### config.mk
export PLATFORM = sky130hd
export DESIGN_NAME = param_register_file
export DESIGN_NICKNAME = d
export VERILOG_FILES = /design/src/rtl/regfile_pkg.sv /design/src/rtl/regfile_init_seq.sv /design/src/rtl/param_register_file.sv
export SDC_FILE = /design/constraint.sdc
export NUM_CORES = 1
export LEC_CHECK = 0
export ABC_AREA = 0
export CAP_MARGIN = 10
export CORE_UTILIZATION = 35
export DETAILED_ROUTE_END_ITERATION = 10
export PLACE_DENSITY_LB_ADDON = 0.15
export SETUP_SLACK_MARGIN = 0.02
export SLEW_MARGIN = 20
export SYNTH_ARGS = -nofsm -noshare
export SYNTH_HDL_FRONTEND = slang
export SYNTH_SLANG_ARGS = --single-unit
### constraint.sdc
create_clock -name clk -period 3.2 [get_ports clk]
set_input_delay 0.32 -clock clk [delete_from_list [all_inputs] [get_ports clk]]
set_output_delay 0.32 -clock clk [all_outputs]
set_load 0.03 [all_outputs]
### src/rtl/regfile_pkg.sv
// Shared definitions for the parametrised register file.
//   rf_state_e         : init sequencer states (INIT fills the array, READY is normal use)
//   RF_PC_INDEX        : architectural index of R15/PC, which is not held in the array
//   rf_default_addr_w  : address width needed to index a given depth
package regfile_pkg;

   typedef enum logic {
      INIT  = 1'b0,
      READY = 1'b1
   } rf_state_e;

   localparam int RF_PC_INDEX = 15;

   function automatic int rf_default_addr_w(input int depth);
      return (depth <= 1) ? 1 : $clog2(depth);
   endfunction

endpackage

### src/rtl/regfile_init_seq.sv
// Reset-time init sequencer: after reset release, writes entry[i] = i for
// i = 0 .. DEPTH-1, one entry per clock edge, then moves to READY.
// Ports:
//   clk_i        system clock, rising edge
//   rst_ni       synchronous active-low reset
//   init_busy_o  high while in INIT (including while reset is held)
//   init_we_o    init write strobe into the array
//   init_addr_o  entry being initialised
//   init_data_o  zero-extended index written into that entry
//   state_o      current FSM state, for observation
module regfile_init_seq
   import regfile_pkg::*;
#(
   parameter int DATA_W = 32,
   parameter int DEPTH  = 15,
   parameter int ADDR_W = 4
) (
   input  logic              clk_i,
   input  logic              rst_ni,
   output logic              init_busy_o,
   output logic              init_we_o,
   output logic [ADDR_W-1:0] init_addr_o,
   output logic [DATA_W-1:0] init_data_o,
   output rf_state_e         state_o
);

   localparam logic [ADDR_W-1:0] LAST_IDX = ADDR_W'(DEPTH - 1);

   rf_state_e         state_q, state_d;
   logic [ADDR_W-1:0] cnt_q, cnt_d;

   // State register
   always_ff @(posedge clk_i) begin
      if (!rst_ni) begin
         state_q <= INIT;
         cnt_q   <= '0;
      end else begin
         state_q <= state_d;
         cnt_q   <= cnt_d;
      end
   end

   // Next state: the last entry is written on the same edge that leaves INIT,
   // so busy spans exactly DEPTH edges after reset release.
   always_comb begin
      state_d = state_q;
      cnt_d   = cnt_q;
      if (state_q == INIT) begin
         if (cnt_q == LAST_IDX) begin
            state_d = READY;
            cnt_d   = '0;
         end else begin
            cnt_d = cnt_q + 1'b1;
         end
      end
   end

   // Outputs: no init write on an edge where reset is asserted.
   always_comb begin
      init_busy_o = (state_q == INIT);
      init_we_o   = (state_q == INIT) && rst_ni;
      init_addr_o = cnt_q;
      init_data_o = DATA_W'(cnt_q);
      state_o     = state_q;
   end

endmodule

### src/rtl/param_register_file.sv
// Parametrised register file: DEPTH entries of DATA_W bits, NUM_RD
// combinational read ports, one write-back port, optional write-through
// bypass, and a reset-time init sequencer that loads entry[i] = i.
// Ports:
//   clk        system clock, rising edge
//   rst        synchronous active-low reset
//   rd_addr    packed read addresses, port k at [k*ADDR_W +: ADDR_W]
//   rd_data    packed read data, port k at [k*DATA_W +: DATA_W]; 0 during INIT
//   wr_en      write-back enable (ignored during INIT)
//   wr_addr    write-back destination; >= DEPTH is dropped
//   wr_data    write-back value
//   init_busy  high while the init sequencer runs
module param_register_file
   import regfile_pkg::*;
#(
   parameter int DATA_W = 32,
   parameter int DEPTH  = 15,
   parameter int ADDR_W = rf_default_addr_w(DEPTH),
   parameter int NUM_RD = 2,
   parameter int BYPASS = 1
) (
   input  logic                     clk,
   input  logic                     rst,
   input  logic [NUM_RD*ADDR_W-1:0] rd_addr,
   output logic [NUM_RD*DATA_W-1:0] rd_data,
   input  logic                     wr_en,
   input  logic [ADDR_W-1:0]        wr_addr,
   input  logic [DATA_W-1:0]        wr_data,
   output logic                     init_busy
);

   if (DATA_W < ADDR_W) begin : g_chk_width
      $error("param_register_file: DATA_W must be >= ADDR_W");
   end
   if ((2 ** ADDR_W) < DEPTH) begin : g_chk_addr
      $error("param_register_file: ADDR_W too small for DEPTH");
   end

   // Depth held one bit wider than an address so that 2**ADDR_W == DEPTH also works.
   localparam logic [ADDR_W:0] DEPTH_V = (ADDR_W + 1)'(DEPTH);

   function automatic logic in_range(input logic [ADDR_W-1:0] a);
      return ({1'b0, a} < DEPTH_V);
   endfunction

   logic              init_we;
   logic [ADDR_W-1:0] init_addr;
   logic [DATA_W-1:0] init_data;
   rf_state_e         seq_state;
   logic              ready;

   regfile_init_seq #(
      .DATA_W (DATA_W),
      .DEPTH  (DEPTH),
      .ADDR_W (ADDR_W)
   ) u_init_seq (
      .clk_i       (clk),
      .rst_ni      (rst),
      .init_busy_o (init_busy),
      .init_we_o   (init_we),
      .init_addr_o (init_addr),
      .init_data_o (init_data),
      .state_o     (seq_state)
   );

   assign ready = (seq_state == READY);

   // A write-back that actually lands this cycle (and may be forwarded).
   logic wb_fire;
   assign wb_fire = ready && wr_en && in_range(wr_addr);

   // Write arbitration: reset drops everything, INIT owns the port, else write-back.
   logic              mem_we;
   logic [ADDR_W-1:0] mem_waddr;
   logic [DATA_W-1:0] mem_wdata;

   always_comb begin
      mem_we    = 1'b0;
      mem_waddr = init_addr;
      mem_wdata = init_data;
      if (rst) begin
         if (init_we) begin
            mem_we = 1'b1;
         end else if (wb_fire) begin
            mem_we    = 1'b1;
            mem_waddr = wr_addr;
            mem_wdata = wr_data;
         end
      end
   end

   // Storage is deliberately not reset; the init sequencer fills it.
   logic [DATA_W-1:0] mem_q [DEPTH];

   always_ff @(posedge clk) begin
      if (mem_we) begin
         mem_q[mem_waddr] <= mem_wdata;
      end
   end

   for (genvar k = 0; k < NUM_RD; k++) begin : g_rd
      logic [ADDR_W-1:0] ra;
      logic [DATA_W-1:0] stored;

      assign ra     = rd_addr[k*ADDR_W +: ADDR_W];
      assign stored = (ready && in_range(ra)) ? mem_q[ra] : '0;

      if (BYPASS != 0) begin : g_byp
         assign rd_data[k*DATA_W +: DATA_W] = (wb_fire && (ra == wr_addr)) ? wr_data : stored;
      end else begin : g_nobyp
         assign rd_data[k*DATA_W +: DATA_W] = stored;
      end
   end

endmodule
==> metrics.yaml, run 1 <==
max_clock_freq_ghz: 0.334
via_per_inst: 5.95
grt_remaining_overflow: 0
finalCriticalPeriod_ns: 2.99
htreeDepth: 2
timing.setup.critical_path_class: "flop to primary output"
routed-via-count: 14859
diodes: 0
synth.distinct_cells: 41
nets: 1627
drive_above_1_share_pct: 28.8
ant_nets: 0
syn_area_mm2: 0.0238
grt_max_degree: 65
portBuffers: 111
die_area_mm2: 0.0691
place_hpwl_um: 43500
wl_per_cell_um: 28.5
worstPathArrival_ns: 2.67
outcome: "completed"
peakVddDrop_uv: 377
clkLatencyLatePin_ns: 0.62
async_flop_share_pct: 0
die_h_um: 263
firstDrtPassIters: 5
seq_area_frac_synth_pct: 60.9
grt_usage_pct: 20.8
setup_violations: 0
numCtsBuffers: 55
layout_commonest_cell: "edfxtp_1"
gp_congestion: 0.794
critPathRequiredTime_ns: 2.88
final.period_utilization_pct: 93.5
path_clk_slew_ns: 0.06
synthToLayoutAreaGrowth_pct: 20.4
design.core.area_mm2: 0.0673
place_area_mm2: 0.0269
yosysWarnings: 0
grt_pass1_wl_um: 107000
layout_common_cells: "480 x edfxtp_1, 192 x mux4_2, 131 x nor2b_1"
crit_fanout: 22
clock_path_buffers: 3
p_per_area_mw_per_mm2: 501
ys_ff_latch: 485
report.final.hold_viol_count: 0
synth_flop_cell: "edfxtp_1"
endpoint_kind: "primary output"
leakage_nw: 9.77
synth_cells: 1449
cts_hold_buf: 0
root_buffer: "clkbuf_16"
setup_slack_ns: 0.207
rsz0062_at_grt: "no"
start_kind: "flop"
finalWirelength_um: 71200
synth_fp_nets: 1496
grt_pass1_vias: 15808
row_count: 95
finClkSkew_ns: 0.0258
finalMaxSlewViolations: 0
drt_iter0_drc: 1125
pre_cts_ws_ns: 0.256
antenna_found_initial: 0
syn_avg_cell_area_um2: 16.4
initial_utilization_pct: 35.4
cts_tree: "yes"
stdcell_area_mm2: 0.0287
clock-sinks: 485
drv_cap: 0
hold_ws_ns: 0.598
hold_class: "input port to flop"
die_x_um: 263
slew_headroom_pct: 36.5
drc_errors: 0
tightest_slew_ns: 0.926
synth_edf_count: 480
io_pins: 112
-- state kept, by name (all words and copies together) (netlist names) --
| name | cells |
|---|---|
| mem_q | 480 |
| u_init_seq.state_o | 1 |
| u_init_seq.init_addr_o | 4 |
-- logic make-up after synthesis --
family	synth area share [%]
flip-flops	60.9
AO/OA/AOI/OAI	11.4
buffers and inverters	3.82
AND/OR/NAND/NOR	5.19
multiplexers	18.4
XOR/XNOR	0.294
-- power by group --
part | switching [mW] | internal (mW) | leakage (nW)
combinational | 0.649 | 0.516 | 4.00
sequential | 0.0328 | 6.97 | 4.92
clock | 2.58 | 3.63 | 0.855
total | 3.26 | 11.1 | 9.77
-- synthesized netlist by cell type (2+ instances only) --
| cell | count | area, um2 |
|---|---|---|
| nor4_1 | 2 | 12.5 |
| mux4_2 | 192 | 4320 |
| a31oi_1 | 4 | 25.0 |
| nand2b_1 | 4 | 25.0 |
| buf_4 | 5 | 37.5 |
| nand4_1 | 3 | 18.8 |
| buf_1 | 11 | 41.3 |
| xnor2_1 | 8 | 70.1 |
| nand2_1 | 8 | 30.0 |
| a311oi_1 | 2 | 17.5 |
| nor2_1 | 18 | 67.6 |
| and2_1 | 29 | 181 |
| mux2_2 | 4 | 45.0 |
| nor3_1 | 5 | 25.0 |
| o21ai_0 | 68 | 340 |
| buf_2 | 28 | 140 |
| edfxtp_1 | 480 | 14400 |
| inv_1 | 70 | 263 |
| a211o_1 | 64 | 561 |
| nor2b_1 | 131 | 820 |
| dfxtp_1 | 5 | 100 |
| a211oi_1 | 64 | 480 |
| mux2i_1 | 2 | 20.0 |
| buf_6 | 10 | 113 |
| a21oi_1 | 7 | 35.0 |
| o221ai_1 | 64 | 561 |
| clkbuf_1 | 83 | 312 |
| a32o_1 | 64 | 641 |
| o311a_1 | 2 | 20.0 |
-- path summary, 6_finish.rpt --
| check | to | start | slack (ns) | depth (start not counted) |
|---|---|---|---|---|
| worst min register to register | u_init_seq.state_o$_SDFF_PN0_ | u_init_seq.state_o$_SDFF_PN0_ | 0.61 | 2 |
| worst min-delay path | u_init_seq.state_o$_SDFF_PN0_ | rst | 0.60 | 4 |
| worst max register to register | mem_q[1][19]$_DFFE_PP_ | u_init_seq.state_o$_SDFF_PN0_ | 0.78 | 5 |
| worst max-delay path | rd_data[37] | u_init_seq.state_o$_SDFF_PN0_ | 0.21 | 6 |
-- per-layer routing --
metal / track usage, % / vias to the layer above / wire, um / share of wire [%]
met4: 6.07 / 0 / 1860 / 2.6
met1: 27.6 / 7963 / 30700 / 43
met5: 0 / - / 0 / 0
li1: - / 6313 / - / -
met3: 2.66 / 129 / 3060 / 4.3
met2: 35.6 / 454 / 35600 / 50
-- critical path, cell delays in order (launching register included) --
cell and delay, ns:
dfxtp_2 0.45, and2_1 0.22, nand2_1 0.14, o311a_2 0.44
buf_4 0.29, a32o_1 0.35, buf_12 0.16
-- timing repair --
action | 4_1_cts | 5_1_grt
endpoints found under the setup margin | 0 | 29
endpoints found under the hold margin | 0 | 0
gates resized for setup | 0 | 1
buffers inserted | 0 | 0
-- final cells by class --
| cell class | count | area [um2] |
|---|---|---|
| tap | 873 | 1090 |
| clock inverter | 29 | 310 |
| clock buffer | 72 | 1460 |
| inverter | 71 | 267 |
| multi-input combinational | 756 | 8540 |
| timing repair buffer | 211 | 2520 |
| sequential | 485 | 14500 |
| fill | 5940 | 38600 |
-- through the flow --
| stage | instances | power [mW] | utilization (%) | TNS, ns |
|---|---|---|---|---|
| 2_1_floorplan | 1449 | 7.85 | - | -1.12 |
| 3_3_place_gp | 2396 | 8.31 | 40.0 | 0 |
| 3_5_place_dp | 2396 | 8.31 | 40.0 | 0 |
| 4_1_cts | 2497 | 14.5 | 42.7 | 0 |
| 5_1_grt | 2497 | 14.9 | 42.7 | 0 |
| 6_report | 2497 | 14.4 | 42.7 | 0 |
Note: power is estimated with default switching activity, not from simulation.
==> run 2, diff against run 1 <==
--- a/config.mk
+++ b/config.mk
@@ -6,7 +6,7 @@
 export NUM_CORES = 1
 export LEC_CHECK = 0
 export ABC_AREA = 0
-export CAP_MARGIN = 10
+export CAP_MARGIN = 20
 export CORE_UTILIZATION = 35
 export DETAILED_ROUTE_END_ITERATION = 10
 export PLACE_DENSITY_LB_ADDON = 0.15
==> results of run 2 <==
Same layout as run 1: the final DEF is identical, and so are final timing and power.
